### src/rtl/axi_read_arbiter.sv
// Two-master AXI read-port arbiter: round-robin AR grant, ID tagging and R routing by tag.
// Define AXI_ARB_ICACHE_PRIO_EN to give master 0 (ICache) fixed priority instead of round-robin.
module axi_read_arbiter #(
    parameter int ADDR_WIDTH      = 32,
    parameter int DATA_WIDTH      = 64,
    parameter int ID_WIDTH        = 4,
    parameter int MAX_OUTSTANDING = 4
) (
    input  logic                    clk,
    input  logic                    rst,
    input  logic [1:0]              m_arvalid,
    output logic [1:0]              m_arready,
    input  logic [2*ADDR_WIDTH-1:0] m_araddr,
    input  logic [2*ID_WIDTH-1:0]   m_arid,
    input  logic [15:0]             m_arlen,
    input  logic [5:0]              m_arsize,
    input  logic [3:0]              m_arburst,
    output logic [1:0]              m_rvalid,
    input  logic [1:0]              m_rready,
    output logic [DATA_WIDTH-1:0]   m_rdata,
    output logic [ID_WIDTH-1:0]     m_rid,
    output logic [1:0]              m_rresp,
    output logic                    m_rlast,
    output logic                    s_arvalid,
    input  logic                    s_arready,
    output logic [ADDR_WIDTH-1:0]   s_araddr,
    output logic [7:0]              s_arlen,
    output logic [2:0]              s_arsize,
    output logic [1:0]              s_arburst,
    output logic [ID_WIDTH:0]       s_arid,
    input  logic                    s_rvalid,
    output logic                    s_rready,
    input  logic [DATA_WIDTH-1:0]   s_rdata,
    input  logic [ID_WIDTH:0]       s_rid,
    input  logic [1:0]              s_rresp,
    input  logic                    s_rlast,
    output logic                    idle
);

    localparam int CW = $clog2(MAX_OUTSTANDING + 1);
    localparam logic [CW-1:0] MaxCnt = CW'(MAX_OUTSTANDING);

    typedef enum logic {ST_IDLE, ST_LOCK} state_e;

    state_e        state_q, state_d;
    logic          lockIdx_q, lockIdx_d;
    logic [CW-1:0] cnt_q [2];
    logic [CW-1:0] cnt_d [2];
`ifndef AXI_ARB_ICACHE_PRIO_EN
    logic          rrPtr_q, rrPtr_d;
`endif

    logic [1:0] elig;
    logic       grant;
    logic       arValid;
    logic       arHs;
    logic       rSel;
    logic       rLastHs;

    assign elig[0] = m_arvalid[0] && (cnt_q[0] != MaxCnt);
    assign elig[1] = m_arvalid[1] && (cnt_q[1] != MaxCnt);

    always_ff @(posedge clk) begin
        if (rst) begin
            state_q   <= ST_IDLE;
            lockIdx_q <= 1'b0;
            cnt_q     <= '{default: '0};
`ifndef AXI_ARB_ICACHE_PRIO_EN
            rrPtr_q   <= 1'b0;
`endif
        end else begin
            state_q   <= state_d;
            lockIdx_q <= lockIdx_d;
            cnt_q     <= cnt_d;
`ifndef AXI_ARB_ICACHE_PRIO_EN
            rrPtr_q   <= rrPtr_d;
`endif
        end
    end

    always_comb begin
        state_d   = state_q;
        lockIdx_d = lockIdx_q;
        case (state_q)
            ST_IDLE: begin
                if (arValid && !s_arready) begin
                    state_d   = ST_LOCK;
                    lockIdx_d = grant;
                end
            end
            ST_LOCK: begin
                if (s_arready) begin
                    state_d = ST_IDLE;
                end
            end
            default: state_d = ST_IDLE;
        endcase
    end

    // A stalled request keeps its grant so the slave sees stable s_ar* until accepted.
    always_comb begin
        grant   = 1'b0;
        arValid = 1'b0;
        if (state_q == ST_LOCK) begin
            grant   = lockIdx_q;
            arValid = m_arvalid[lockIdx_q];
        end else begin
            arValid = |elig;
            if (&elig) begin
`ifdef AXI_ARB_ICACHE_PRIO_EN
                grant = 1'b0;
`else
                grant = rrPtr_q;
`endif
            end else begin
                grant = elig[1];
            end
        end
    end

    assign s_arvalid = arValid && !rst;
    assign arHs      = s_arvalid && s_arready;
    assign m_arready = arHs ? (grant ? 2'b10 : 2'b01) : 2'b00;
    assign s_araddr  = grant ? m_araddr[2*ADDR_WIDTH-1:ADDR_WIDTH] : m_araddr[ADDR_WIDTH-1:0];
    assign s_arlen   = grant ? m_arlen[15:8] : m_arlen[7:0];
    assign s_arsize  = grant ? m_arsize[5:3] : m_arsize[2:0];
    assign s_arburst = grant ? m_arburst[3:2] : m_arburst[1:0];
    assign s_arid    = {grant, (grant ? m_arid[2*ID_WIDTH-1:ID_WIDTH] : m_arid[ID_WIDTH-1:0])};

    assign rSel     = s_rid[ID_WIDTH];
    assign m_rvalid = {s_rvalid && rSel && !rst, s_rvalid && !rSel && !rst};
    assign s_rready = m_rready[rSel] && !rst;
    assign rLastHs  = s_rvalid && s_rready && s_rlast;
    assign m_rdata  = s_rdata;
    assign m_rid    = s_rid[ID_WIDTH-1:0];
    assign m_rresp  = s_rresp;
    assign m_rlast  = s_rlast;

    // Same-cycle issue and completion on one master cancel; a stray completion at zero is ignored.
    always_comb begin
        for (int k = 0; k < 2; k++) begin
            cnt_d[k] = cnt_q[k];
            if (arHs && (grant == 1'(k)) && !(rLastHs && (rSel == 1'(k)))) begin
                cnt_d[k] = cnt_q[k] + CW'(1);
            end else if (rLastHs && (rSel == 1'(k)) && !(arHs && (grant == 1'(k)))
                         && (cnt_q[k] != '0)) begin
                cnt_d[k] = cnt_q[k] - CW'(1);
            end
        end
`ifndef AXI_ARB_ICACHE_PRIO_EN
        rrPtr_d = arHs ? ~grant : rrPtr_q;
`endif
    end

    assign idle = (state_q == ST_IDLE) && (cnt_q[0] == '0) && (cnt_q[1] == '0);

endmodule
### config.mk
export PLATFORM = sky130hd
export DESIGN_NAME = axi_read_arbiter
export DESIGN_NICKNAME = d
export VERILOG_FILES = /design/src/rtl/axi_read_arbiter.sv
export SDC_FILE = /design/constraint.sdc
export NUM_CORES = 1
export LEC_CHECK = 0
export CAP_MARGIN = 20
export CORE_AREA = 2 2 119 121
export DETAILED_ROUTE_END_ITERATION = 12
export DIE_AREA = 0 0 121 123
export GPL_TIMING_DRIVEN = 1
export SYNTH_ARGS = -nofsm -noshare
export SYNTH_HDL_FRONTEND = slang
export SYNTH_SLANG_ARGS = --single-unit
### constraint.sdc
create_clock -name clk -period 5.7 [get_ports clk]
set_clock_uncertainty 0.05 [all_clocks]
set_input_delay 0.855 -clock clk [delete_from_list [all_inputs] [get_ports clk]]
set_output_delay 0.855 -clock clk [all_outputs]
set_load 0.02 [all_outputs]
==> flow_summary.ini, run 1 <==
[global_route]
grt_pass1_vias = 1875
gr-total-overflow = 0
grt_pass1_wl_um = 10090
grtUsageTotal_pct = 8.816
antenna_found_initial = 0
grt_max_degree = 51

[worst_hold_path]
holdCritStartpoint = cnt_q[5]
hold_end = cnt_q[5]
hp-class = flip-flop to flip-flop
holdPathStages = 1

[pwr]
switching_share_pct = 32.85
pwr-share-clk_pct = 23.7
power_switching_mw = 0.1713
power_density_nw_per_um2 = 161.1
leakagePower_nw = 1.133
intPower_mw = 0.3502
vdd_drop_max_mv = 0.1333
pwr-share-seq_pct = 14.8
combPwrFrac_pct = 61.6

[setup_path]
rrSetupSlack_ns = 3.05
worst-setup-path-type = input port to primary output
r2r_start = cnt_q[5]
required_ns = 4.80
r2r-end = cnt_q[2]
reg2reg_depth = 8
critPathCaptureType = primary output
critPathMaxFanout = 50
cp.arrival_ns = 3.39
start_kind = input port

[finish]
fillerInstances = 1452
nNetsFinal = 483
final_cell_count_no_fill = 482
drive_gt1_share_pct = 20.20
diodes = 0
syn_to_final_growth_pct = 72.24

[sta]
tightest_slew_ns = 0.6392
setup_viol_count_final = 0
setup_slack_ns = 1.409
fmax_mhz = 233.0
slew_viol_final = 0
fin_setup_tns_ns = 0
post-route-period-util_pct = 75.28
hold_violations = 0
rsz0062_at_grt = no
final.min_clock_period_ns = 4.291
slew_headroom_pct = 57.39

[clock_tree]
cts_setup_buffers = 0
cts.sink_count = 9
cts_root_buf = clkbuf_16
cts_buffer_depth = 2
clk_pin_slew_ns = 0.04
cts_tree = done
cts_resized = 0
clkLatencyLatePin_ns = 0.23
cts_buffers = 3
htree_levels = 1
ctsHoldBuffers = 0

[die]
ios = 306
die_h_um = 123
core_sq_um = 13610
rows = 43
start_util_pct = 13.81
fp.dieW_um = 121
dieArea_sq_um = 14880

[logic_synthesis]
netlist.top_cell.by_area = buf_4
synth_edf_count = 0
yosysTopAreaCellShare_pct = 28.76
synth_flop_cell = dfxtp_1
ys_top_cells_by_area = buf_4 29%, mux2_2 29%, dfxtp_1 9.6%
ys_async_sr_fraction_pct = 0
netlist_area_sq_um = 1879
synth_seq_area_share_pct = 9.587
yosys.area_share.adder_pct = 2.130
synth_top_family_by_area = buffers and inverters
yosys.area_share.simple_pct = 15.51
synth_cell_type_count = 43
ys_top_cells_by_count = 72 x buf_4, 48 x mux2_2, 9 x dfxtp_1
synthMuxAreaShare_pct = 32.62
yosys.area_share.xor_xnor_pct = 0
synth-compound-area-share_pct = 7.324
synth_most_common_cell = buf_4
yosysWarnings = 0
synth.avg_cell_area_sq_um = 8.907
synth_nets = 391
synthCells = 211
ys_seq_elements = 9

[placement]
portBuffers = 165
place.gp.congestion = 0.7035
placed_cells = 478
place_ws_ns = 1.353
hpwl_um = 6381

[routing]
drt-pass1-iter-count = 4
routedWlPerCell_um = 15.61
routed_via_density = 3.803
drc = 0
antenna_left = 0
routed_wl_um = 7523
drtIter0Drc = 17
vias = 1833

[run]
maxCapViolations = 0

[status]
status = finished clean
## per-stage QoR
stage / cell area [sq um] / util [%] / power, mW / hold slack (ns)
3_5_place_dp: 3158 / 23.20 / 0.4033 / 0.4280
4_1_cts: 3237 / 23.78 / 0.5311 / 0.4328
2_1_floorplan: 1879 / - / 0.3024 / 0.3841
5_1_grt: 3237 / 23.78 / 0.5497 / 0.4471
3_3_place_gp: 3158 / 23.20 / 0.4006 / 0.4040
6_report: 3237 / 23.78 / 0.5215 / 0.4353
## registers in the layout (all words and copies together), names as in the netlist
name       cells
state_q        1
rrPtr_q        1
lockIdx_q      1
cnt_q          6
## area by class of cell
| type | count | area, sq um | area share (%) |
|---|---|---|---|
| timing repair buffer | 166 | 1659 | 51.26 |
| sequential | 9 | 180.2 | 5.566 |
| inverter | 3 | 11.26 | 0.3479 |
| clock buffer | 4 | 78.83 | 2.435 |
| tap | 180 | 225.2 | 6.958 |
| multi-input combinational | 120 | 1082 | 33.44 |
## power by group through the flow
stage               Clock (mW)  Sequential (mW)  Combinational (mW)
floorplan                    0           0.0751               0.227
global placement             0           0.0773               0.323
detailed placement           0           0.0779               0.325
CTS                      0.126           0.0769               0.328
global route             0.130           0.0781               0.342
finish                   0.123           0.0770               0.321
## logic make-up (layout without fill, tap and decap cells)
kind of cell / Yosys count / count (layout)
flip-flops: 9 / 9
multiplexers: 55 / 55
adder cells (fa/ha/maj): 2 / 2
AND/OR/NAND/NOR: 48 / 48
AO/OA/AOI/OAI: 15 / 15
buffers and inverters: 82 / 173
## how the worst max path moves through the flow
stage,endpoint,slack (ns),cells past startpoint,start
finish,s_arlen[2],1.41,6,m_arvalid[1]
global route,s_arlen[1],1.27,6,m_arvalid[1]
CTS,s_arlen[3],1.33,6,m_arvalid[1]
detailed placement,s_arlen[3],1.35,6,m_arvalid[1]
global placement,s_arlen[3],1.39,6,m_arvalid[1]
floorplan,s_arburst[1],2.87,5,m_arvalid[0]
## cell usage in the layout (no fill, tap or decap), types with 2 or more instances in the layout
cell type / n
dfxtp_1: 9
nand3_1: 3
nor2b_1: 5
mux2_2: 48
nor3_1: 7
mux2i_1: 5
clkdlybuf4s50_1: 165
nor3b_1: 3
nand2b_1: 3
and3_1: 2
mux2_1: 2
fa_1: 2
nand2_1: 6
clkbuf_16: 3
o211ai_1: 2
nor2_1: 6
inv_1: 3
a21oi_1: 3
## layer usage
metal | global-route usage [%] | wire length (um) | vias up | share of wire (%)
li1 | - | - | 851 | -
met1 | 9.289 | 2732 | 826 | 36
met2 | 16.01 | 3720 | 150 | 49
met3 | 4.013 | 1029 | 6 | 14
met4 | 2.108 | 41 | 0 | 0.54
met5 | 0 | 0 | - | 0
## critical path, stage by stage
cell	delay, ns
clkdlybuf4s50_1	0.62
nand2_1	0.16
o31ai_4	0.18
buf_4	0.53
mux2_2	0.44
clkdlybuf4s50_1	0.57
Note: power is estimated with default switching activity, not from simulation.
==> run 2: changes to the inputs <==
==> constraint.sdc (replaced) <==
create_clock -name clk -period 3.46 [get_ports clk]
set_clock_uncertainty 0.05 [all_clocks]
set_input_delay 0.519 -clock clk [delete_from_list [all_inputs] [get_ports clk]]
set_output_delay 0.519 -clock clk [all_outputs]
set_load 0.02 [all_outputs]
==> flow_summary.ini, run 2 (synthesis gave the netlist of run 1 again) <==
[global_route]
grtUsageTotal_pct = 8.995
grt_pass1_wl_um = 10090
gr-total-overflow = 0
grt_pass1_vias = 1833
antenna_found_initial = 0
grt_max_degree = 51

[status]
status = finished clean

[sta]
fin_setup_tns_ns = 0
final.min_clock_period_ns = 3.287
hold_violations = 0
slew_viol_final = 0
post-route-period-util_pct = 95.01
tightest_slew_ns = 0.4166
slew_headroom_pct = 72.19
whs_ns = 0.4285
fmax_mhz = 304.2
rsz0062_at_grt = no
setup_viol_count_final = 0

[finish]
final_cell_mix = 162 x clkdlybuf4s50_1, 48 x mux2_2, 9 x dfxtp_1
nNetsFinal = 486
seqCellArea_sq_um = 180.2
top_register = cnt_q
multi_input_area_sq_um = 1082
fillerInstances = 1446
drive_gt1_share_pct = 21.97
final_cell_count_no_fill = 485
final_core_util_pct = 23.98
syn_to_final_growth_pct = 73.70
diodes = 0
final_common_cell = clkdlybuf4s50_1
largest_reg_flops = 6

[die]
dieArea_sq_um = 14880
core_sq_um = 13610
fp.dieW_um = 121
die_h_um = 123
start_util_pct = 13.81
ios = 306
rows = 43

[setup_path]
path_delay_family = buffers and inverters
required_ns = 2.89
cp_slowest_cell = clkdlybuf4s50_1
path_buf_inv = 2
reg2reg_depth = 8
critPathCaptureType = primary output
critPathMaxFanout = 50
crit_chain = or3b_4 -> nand2_1 -> nor2_1 -> o31ai_4 -> buf_12 -> mux2_2 -> clkdlybuf4s50_1
start_kind = flip-flop
critPathMaxStageDelay_ns = 0.55
cp.arrival_ns = 2.72
cp_num_cells = 7
worst-setup-path-type = flip-flop to primary output

[placement]
hpwl_um = 6437
placed_cells = 481
place.gp.congestion = 0.7613
portBuffers = 165

[clock_tree]
cts_root_buf = clkbuf_16
cts_tree = done
clk_pin_slew_ns = 0.04
cts.sink_count = 9
cts_setup_buffers = 0
cts_resized = 0
ctsHoldBuffers = 0
cts_buffers = 3
cts_buffer_depth = 2
htree_levels = 1
clkLatencyLatePin_ns = 0.24

[worst_hold_path]
hp-class = flip-flop to flip-flop
holdPathStages = 1

[routing]
vias = 1840
drc = 0
routed_wl_um = 7556
antenna_left = 0
routedWlPerCell_um = 15.58
routed_via_density = 3.794
drt-pass1-iter-count = 4
drtIter0Drc = 24

[pwr]
p_total_mw = 0.8673
power_density_nw_per_um2 = 265.7
vdd_drop_max_mv = 0.2391
leakagePower_nw = 1.154

[run]
maxCapViolations = 0
==> run 2: final timing paths <==
path	start	to	slack [ns]
worst max register to register	cnt_q[3]	cnt_q[2]	0.83
worst min-delay path	cnt_q[5]	cnt_q[5]	0.43
worst max-delay path	cnt_q[3]	s_arlen[0]	0.17
worst min register to register	cnt_q[5]	cnt_q[5]	0.43
==> run 2: final cells by class <==
class / count / share of cell area [%]
flip-flops and latches: 9 / 5.519
clock buffers: 4 / 2.415
inverters: 3 / 0.3450
multi-input cells: 120 / 33.15
repair buffers: 169 / 51.67
well taps: 180 / 6.899
==> run 2: worst register-to-register path: stages, from the launching register on <==
cell and delay [ns]:
dfxtp_1 0.35, or3b_4 0.42, a2111o_1 0.43, a21oi_4 0.22, inv_1 0.08, fa_1 0.43
nor3_1 0.25, a221oi_2 0.09, nor4_2 0.23
==> run 2: stage by stage <==
| step | worst slack (ns) | instance area, sq um |
|---|---|---|
| 2_1_floorplan | 0.9681 | 1879 |
| 4_1_cts | 0.1170 | 3264 |
| 6_report | 0.1727 | 3264 |
| 3_3_place_gp | 0.1950 | 3186 |
| 5_1_grt | 0.05336 | 3264 |
| 3_5_place_dp | 0.1974 | 3186 |
==> run 2: per-layer routing <==
layer | vias up | GRT usage, % | share of wire (%)
li1 | 858 | - | -
met1 | 825 | 9.550 | 35
met2 | 146 | 15.91 | 49
met3 | 11 | 4.151 | 14
met4 | 0 | 2.762 | 1.1
met5 | - | 0 | 0
==> run 2: where the power goes <==
part	switching (mW)	total [mW]	internal, mW
Combinational	0.221	0.533	0.313
Clock	0.0526	0.207	0.154
Sequential	0.0137	0.127	0.113
Total	0.287	0.867	0.580
==> run 3: changes to the inputs <==
--- a/config.mk
+++ b/config.mk
@@ -7,9 +7,11 @@
 export LEC_CHECK = 0
 export CAP_MARGIN = 20
 export CORE_AREA = 2 2 119 121
+export CTS_BUF_LIST = sky130_fd_sc_hd__clkbuf_16
 export DETAILED_ROUTE_END_ITERATION = 12
 export DIE_AREA = 0 0 121 123
 export GPL_TIMING_DRIVEN = 1
 export SYNTH_ARGS = -nofsm -noshare
 export SYNTH_HDL_FRONTEND = slang
 export SYNTH_SLANG_ARGS = --single-unit
+export TNS_END_PERCENT = 100
==> flow_summary.ini, run 3 (synthesis gave the netlist of run 1 again) <==
[routing]
routed_wl_um = 7556
route.met3.wl_um = 1093
drtIter0Drc = 24
wl_met1_um = 2666
vias = 1840
drt-pass1-iter-count = 4
routed_via_density = 3.794
wl_met2_um = 3713
antenna_left = 0
highest_layer = met4
drc = 0
routedWlPerCell_um = 15.58

[finish]
syn_to_final_growth_pct = 73.70
final_common_cell = clkdlybuf4s50_1
seqCellArea_sq_um = 180.2
diodes = 0
fillerInstances = 1446
multi_input_area_sq_um = 1082
final_cell_mix = 162 x clkdlybuf4s50_1, 48 x mux2_2, 9 x dfxtp_1
nNetsFinal = 486
top_register = cnt_q
largest_reg_flops = 6
drive_gt1_share_pct = 21.97

[clock_tree]
cts_root_buf = clkbuf_16
cts_buffer_depth = 2
ctsHoldBuffers = 0
cts_resized = 0
cts_buffers = 3
clk_pin_slew_ns = 0.04
htree_levels = 1
clkLatencyLatePin_ns = 0.24
cts_setup_buffers = 0
cts.sink_count = 9
cts_tree = done

[sta]
slew_headroom_pct = 72.19
rsz0062_at_grt = no
setup_viol_count_final = 0
post-route-period-util_pct = 95.01
fmax_mhz = 304.2
slew_viol_final = 0
tightest_slew_ns = 0.4166
hold_violations = 0
fin_setup_tns_ns = 0
final.min_clock_period_ns = 3.287

[global_route]
gr-total-overflow = 0
grt_pass1_vias = 1833
antenna_found_initial = 0
grt_pass1_wl_um = 10090
grt_max_degree = 51
grtUsageTotal_pct = 8.995

[setup_path]
worst-setup-path-type = flip-flop to primary output
required_ns = 2.89
rrSetupSlack_ns = 0.83
critPathMaxFanout = 50
cp.arrival_ns = 2.72
crit_start = cnt_q[3]
crit_end = s_arlen[0]
r2r_start = cnt_q[3]
r2r-end = cnt_q[2]
critPathCaptureType = primary output
reg2reg_depth = 8
start_kind = flip-flop

[placement]
hpwl_um = 6437
place.gp.congestion = 0.7613
portBuffers = 165

[die]
fp.dieW_um = 121
core_sq_um = 13610
dieArea_sq_um = 14880
die_h_um = 123
rows = 43
ios = 306
start_util_pct = 13.81

[status]
status = finished clean

[pwr]
vdd_drop_max_mv = 0.2391
leakagePower_nw = 1.158
p_total_mw = 0.8645
power_density_nw_per_um2 = 264.8

[run]
maxCapViolations = 0

[worst_hold_path]
hp-class = flip-flop to flip-flop
[run 3: changes by cell type in the layout (fill, tap and decap cells not counted), sizes merged]
cell / delta
inv: +1
clkbuf: -1
[run 3: how the worst min path moves through the flow]
stage | from | endpoint | slack (ns) | depth (start not counted)
floorplan | cnt_q[5] | cnt_q[5] | 0.38 | 1
global placement | cnt_q[5] | cnt_q[5] | 0.40 | 1
detailed placement | cnt_q[5] | cnt_q[5] | 0.43 | 1
CTS | cnt_q[5] | cnt_q[5] | 0.44 | 1
global route | cnt_q[5] | cnt_q[5] | 0.49 | 1
finish | cnt_q[5] | cnt_q[5] | 0.43 | 1
[run 3: power by group]
group,switching (mW),internal (mW),total (mW)
Sequential,0.0137,0.113,0.127
Combinational,0.221,0.313,0.533
Clock,0.0528,0.151,0.204
[run 3: cell type report]
class | count | area share, %
multi-input combinational | 120 | 33.15
sequential | 9 | 5.519
clock buffer | 3 | 2.300
timing repair buffer | 169 | 51.67
clock inverter | 1 | 0.1150
inverter | 3 | 0.3450
tap | 180 | 6.899
[run 3: critical path, cell delays in order, from the launching register on]
cell	delay (ns)
dfxtp_1	0.35
or3b_4	0.42
nand2_1	0.10
nor2_1	0.07
o31ai_4	0.26
buf_12	0.28
mux2_2	0.43
clkdlybuf4s50_1	0.55
[run 3: metrics by stage]
stage          worst slack [ns]  instance area (sq um)  instances  util (%)  hold WS [ns]
6_report                 0.1727                   3264        485     23.98        0.4285
5_1_grt                 0.05336                   3264        485     23.98        0.4868
4_1_cts                  0.1170                   3264        485     23.98        0.4423
3_5_place_dp             0.1974                   3186        481     23.40        0.4315
3_3_place_gp             0.1950                   3186        481     23.40        0.4030
2_1_floorplan            0.9681                   1879        211         -        0.3841
[run 3: layer usage]
| layer | GRT usage, % | vias up |
|---|---|---|
| met1 | 9.550 | 825 |
| met4 | 2.762 | 0 |
| met2 | 15.91 | 146 |
| met5 | 0 | - |
| li1 | - | 858 |
| met3 | 4.151 | 11 |
